==> src/rtl/tx_arbiter.sv <==
// tx_arbiter: shares one 7-bit serial transmitter among N_REQ requesters.
// Picks a pending requester, launches its word with a one-cycle active-low
// start strobe, holds the word for FRAME_CYCLES and then pulses its ack.
// Build option TX_ARBITER_RR_EN: defined selects round-robin arbitration,
// undefined selects fixed priority (lowest asserted index wins).
module tx_arbiter #(
    parameter int unsigned N_REQ        = 4,
    parameter int unsigned FRAME_CYCLES = 12
) (
    input  logic                 clk,
    input  logic                 rst,
    input  logic [N_REQ-1:0]     req,
    input  logic [7*N_REQ-1:0]   data_in,
    output logic [N_REQ-1:0]     ack,
    output logic [N_REQ-1:0]     grant,
    output logic                 busy,
    output logic                 tx_start_n,
    output logic [6:0]           tx_data,
    output logic [15:0]          frames_sent
);

    localparam int unsigned IDX_W  = $clog2(N_REQ);
    localparam int unsigned CNT_W  = $clog2(FRAME_CYCLES);
    localparam int unsigned WORD_W = 7;

    typedef enum logic [1:0] {
        S_IDLE   = 2'd0,
        S_LAUNCH = 2'd1,
        S_WAIT   = 2'd2,
        S_DONE   = 2'd3
    } state_t;

    state_t              state_q, state_d;
    logic [CNT_W-1:0]    cnt_q, cnt_d;
    logic [N_REQ-1:0]    ack_d, grant_d;
    logic                busy_d, tx_start_n_d;
    logic [WORD_W-1:0]   tx_data_d;
    logic [15:0]         frames_d;
    logic [IDX_W-1:0]    win_c;
    logic [WORD_W-1:0]   win_word_c;
    int unsigned         dist_c, best_c;
`ifdef TX_ARBITER_RR_EN
    logic [IDX_W-1:0]    ptr_q, ptr_d;
    logic [IDX_W-1:0]    win_q, win_d;
`endif

    // Winner selection: the requester closest to the search start wins
    always_comb begin
        win_c  = '0;
        dist_c = 0;
        best_c = N_REQ;
        for (int unsigned j = 0; j < N_REQ; j++) begin
`ifdef TX_ARBITER_RR_EN
            dist_c = (j >= 32'(ptr_q)) ? (j - 32'(ptr_q)) : (j + N_REQ - 32'(ptr_q));
`else
            dist_c = j;
`endif
            if (req[j] && (dist_c < best_c)) begin
                best_c = dist_c;
                win_c  = IDX_W'(j);
            end
        end
    end

    // Word of the current arbitration winner
    always_comb begin
        win_word_c = '0;
        for (int unsigned j = 0; j < N_REQ; j++) begin
            if (win_c == IDX_W'(j)) begin
                win_word_c = data_in[WORD_W*j +: WORD_W];
            end
        end
    end

    // Next-state and registered-output values
    always_comb begin
        state_d      = state_q;
        cnt_d        = cnt_q;
        ack_d        = ack;
        grant_d      = grant;
        busy_d       = busy;
        tx_start_n_d = tx_start_n;
        tx_data_d    = tx_data;
        frames_d     = frames_sent;
`ifdef TX_ARBITER_RR_EN
        ptr_d        = ptr_q;
        win_d        = win_q;
`endif
        case (state_q)
            S_IDLE: begin
                if (|req) begin
                    grant_d      = N_REQ'(1) << win_c;
                    tx_data_d    = win_word_c;
                    busy_d       = 1'b1;
                    tx_start_n_d = 1'b0;
`ifdef TX_ARBITER_RR_EN
                    win_d        = win_c;
`endif
                    state_d      = S_LAUNCH;
                end
            end
            S_LAUNCH: begin
                tx_start_n_d = 1'b1;
                cnt_d        = CNT_W'(FRAME_CYCLES - 1);
                state_d      = S_WAIT;
            end
            S_WAIT: begin
                if (cnt_q == '0) begin
                    ack_d    = grant;
                    grant_d  = '0;
                    busy_d   = 1'b0;
                    frames_d = frames_sent + 16'd1;
`ifdef TX_ARBITER_RR_EN
                    ptr_d    = (win_q == IDX_W'(N_REQ - 1)) ? '0 : (win_q + IDX_W'(1));
`endif
                    state_d  = S_DONE;
                end else begin
                    cnt_d = cnt_q - CNT_W'(1);
                end
            end
            S_DONE: begin
                ack_d   = '0;
                state_d = S_IDLE;
            end
            default: begin
                state_d = S_IDLE;
            end
        endcase
    end

    // State and output registers; reset abandons any frame in flight
    always_ff @(posedge clk or posedge rst) begin
        if (rst) begin
            state_q     <= S_IDLE;
            cnt_q       <= '0;
            ack         <= '0;
            grant       <= '0;
            busy        <= 1'b0;
            tx_start_n  <= 1'b1;
            tx_data     <= '0;
            frames_sent <= '0;
`ifdef TX_ARBITER_RR_EN
            ptr_q       <= '0;
            win_q       <= '0;
`endif
        end else begin
            state_q     <= state_d;
            cnt_q       <= cnt_d;
            ack         <= ack_d;
            grant       <= grant_d;
            busy        <= busy_d;
            tx_start_n  <= tx_start_n_d;
            tx_data     <= tx_data_d;
            frames_sent <= frames_d;
`ifdef TX_ARBITER_RR_EN
            ptr_q       <= ptr_d;
            win_q       <= win_d;
`endif
        end
    end

endmodule

==> config.mk <==
export PLATFORM = sky130hd
export DESIGN_NAME = tx_arbiter
export DESIGN_NICKNAME = d
export VERILOG_FILES = /design/src/rtl/tx_arbiter.sv
export SDC_FILE = /design/constraint.sdc
export NUM_CORES = 1
export LEC_CHECK = 0
export CELL_PAD_IN_SITES_DETAIL_PLACEMENT = 2
export CELL_PAD_IN_SITES_GLOBAL_PLACEMENT = 2
export CORE_AREA = 2 2 85 95
export DETAILED_ROUTE_END_ITERATION = 10
export DIE_AREA = 0 0 87 97
export HOLD_SLACK_MARGIN = 0.03
export PLACE_DENSITY = 0.79
export SLEW_MARGIN = 20
export SYNTH_ARGS = -nofsm -noshare
export SYNTH_HDL_FRONTEND = slang
export SYNTH_SLANG_ARGS = --single-unit
==> constraint.sdc <==
create_clock -name clk -period 1.9 [get_ports clk]
set_input_delay 0.57 -clock clk [delete_from_list [all_inputs] [get_ports clk]]
set_output_delay 0.57 -clock clk [all_outputs]
set_load 0.005 [all_outputs]
==> results.md <==
* Critical Path Source Type: flip-flop
* Least-Margin Pin Slew at 0.4147 ns
* Mapped Nets at 236
* Power Dens Cells at 1129 mW/mm^2
* Routability cong. at 0.7070
* CP startpoint: grant[3]
* RSZ-0062 raised after global routing: no
* Crit-path leading delay family: buffers and inverters
* Synthesized area per cell at 10.41 um^2
* Fin crit period at 1.818 ns
* H-tree depth at 2
* Max-slew violations at 0
* DR WL/cell at 16.73 um
* Die Wd at 87 um
* Peak VDD IR at 0.0003217 V
* Async SR Flop Fraction at 100.0%
* Share of cells above drive strength 1 at 14.64%
* Most common cell after layout, fill and taps aside: clkdlybuf4s50_1
* Slowest cell on the critical path: clkdlybuf4s50_1
* Top_reg_cell synth: dfrtp_1
* Critical path's largest stage delay at 0.53 ns
* Final #Nets at 320
* Clock sinks at 39
* Worst Path Buf+Inv at 1
* Tightest Hold Check Type: flip-flop to flip-flop
* CP cell instances: clkdlybuf4s50_1
* Rows at 33
* CP endpoint kind: primary output
* GRT overflow at 0
* TritonCTS clock tree: yes
* Arrival time worst endpoint at 1.25 ns
* Pin count of the biggest net entering global routing at 33
* Number of max-cap violations at 0
* Final setup viols at 0
* I/O Buffers at 66
* Initial Util at 27.46%
* Endpoints failing hold at 0
* Register bit total from synthesis at 39
* Num CTS Buffers at 5
* Cells after synthesis at 195
* Total vias in the final route at 1818
* Crit path max fanout at 4
* Die height at 97 um
* Die Footprint at 0.008439 mm^2
* Cell area after layout at 0.003047 mm^2
* Clock Tree Root: clkbuf_8
* Placed Area at 0.002890 mm^2
* Residual DRC at 0
* CP required at 1.33 ns
* CP Class: flip-flop to primary output
* Final Cycle Share at 95.71%
* Routed wire length at 6140 um
* Max Clk Rate at 0.5499 GHz
* HP Start: frames_sent[15]
* ANT nets after route at 0
* Lkg Pwr at 1.355 nW
* Ports at 67
* Drt initial violations at 78
* Worst-skew pair later-pin latency at 0.29 ns
* Clock Pin Slew Worst Setup and Hold Paths at 0.08 ns
* GRT Util Overall at 15.26%
* Core Region at 0.007391 mm^2
* DP Wirelength at 4886 um
* Mapped cell area at 0.002029 mm^2
* Most frequent cells in the layout: clkdlybuf4s50_1 (64), dfrtp_1 (36), nand2_1 (27)
* Layout Skew at 0.007061 ns
* Status: finished clean
* Number of global-route vias before repair at 1986
* Unique masters post-synth at 38
* P&R area growth vs syn at 50.12%
* Post-Route Utilization at 41.22%
* Initial antenna violation count at 0
* EDFF count, synth at 0
* Clock Tree Buf Depth at 2
* WHS at 0.4940 ns
* Pre-antenna DRT Iters at 4
* First-pass GRT wire length at 10270 um
* Reg-to-Reg Start: cnt_q[0]
* Relative slew slack at 72.32%
* YS warnings at 0
* Antenna cells at 0
* Post-synthesis sequential area ratio at 48.15%
* Via-to-Cell Ratio at 4.954
==> power breakdown <==
| part | switching, W | leakage, nW | internal (W) | total (W) |
|---|---|---|---|---|
| clock | 0.000306 | 0.0612 | 0.000425 | 0.000732 |
| sequential | 0.000192 | 0.495 | 0.00107 | 0.00126 |
| combinational | 0.000707 | 0.799 | 0.000745 | 0.00145 |
==> flip-flops by register name, summed over array words and instances, names as in the netlist <==
signal       flops
grant            4
tx_start_n       1
ack              4
state_q          2
busy             1
frames_sent     16
tx_data          7
cnt_q            4
==> final timing paths <==
check	cells after the start	slack [ns]	endpoint
max in group asynchronous	3	0.80	frames_sent[4]
hold reg to reg	1	0.49	frames_sent[15]
setup / recovery	1	0.08	grant[3]
min in group asynchronous	2	0.58	cnt_q[0]
hold / removal	1	0.49	frames_sent[15]
setup reg to reg	6	0.12	grant[2]
==> routing by layer <==
layer  track usage (%)  vias to the layer above  routed length, um
li1                  -                      864                  -
met1             19.83                      893               2707
met2             25.84                       56               3132
met3             2.133                        5                230
met4             4.688                        0                 70
met5                 0                        -                  0
==> through the flow <==
step                      TNS [ns]  power (W)  setup slack (ns)  std cells
after global routing             0   0.003689           0.02130        367
after detailed placement    -3.194   0.002704           -0.3076        357
after global placement      -2.373   0.002617           -0.2334        357
after floorplan                  0   0.001941            0.2156        195
final                            0   0.003440           0.08160        367
after CTS                        0   0.003471        0.00005462        366
==> Yosys cell counts, types with 2 or more instances <==
| cell | count | area [um^2] |
|---|---|---|
| a21oi_1 | 9 | 45.04 |
| a222oi_1 | 7 | 70.07 |
| a22o_1 | 3 | 26.28 |
| a32o_1 | 2 | 20.02 |
| and2_1 | 2 | 12.51 |
| and3_1 | 2 | 12.51 |
| and4_1 | 2 | 17.52 |
| buf_2 | 3 | 15.01 |
| clkbuf_1 | 2 | 7.510 |
| dfrtp_1 | 38 | 950.9 |
| ha_1 | 7 | 87.58 |
| inv_1 | 9 | 33.78 |
| mux2i_1 | 4 | 40.04 |
| nand2_1 | 27 | 101.4 |
| nand3_1 | 8 | 40.04 |
| nand4_1 | 4 | 25.02 |
| nor2_1 | 13 | 48.80 |
| nor3_1 | 5 | 25.02 |
| nor4_4 | 2 | 42.54 |
| o21ai_0 | 12 | 60.06 |
| o2bb2ai_1 | 2 | 17.52 |
| xnor2_1 | 10 | 87.58 |
| xor2_1 | 7 | 61.31 |
==> logic make-up after synthesis <==
| group | Yosys count | share of synthesized area, % |
|---|---|---|
| compound gates | 40 | 14.61 |
| xor+xnor | 17 | 7.336 |
| fa+ha+maj | 7 | 4.315 |
| buf+inv | 17 | 3.884 |
| flops | 39 | 48.15 |
| mux | 5 | 2.528 |
| simple gates | 70 | 19.17 |
==> final cells by class <==
class                           instances  area, um^2
Clock buffer                            6       82.58
Clock inverter                          2       35.03
Fill cell                             791        4344
Inverter                               10       37.54
Multi-Input combinational cell        139       989.7
Sequential cell                        39       979.7
Tap cell                               87       108.9
Timing Repair Buffer                   84       813.3
==> timing repair <==
item	4_1_cts	5_1_grt
pin swaps	0	0
endpoints found under the hold margin	0	0
hold buffers	0	0
setup buffers	1	1
setup endpoints to repair	1	17
resized for setup	0	9
No activity file was read; power rests on OpenSTA's default activity.
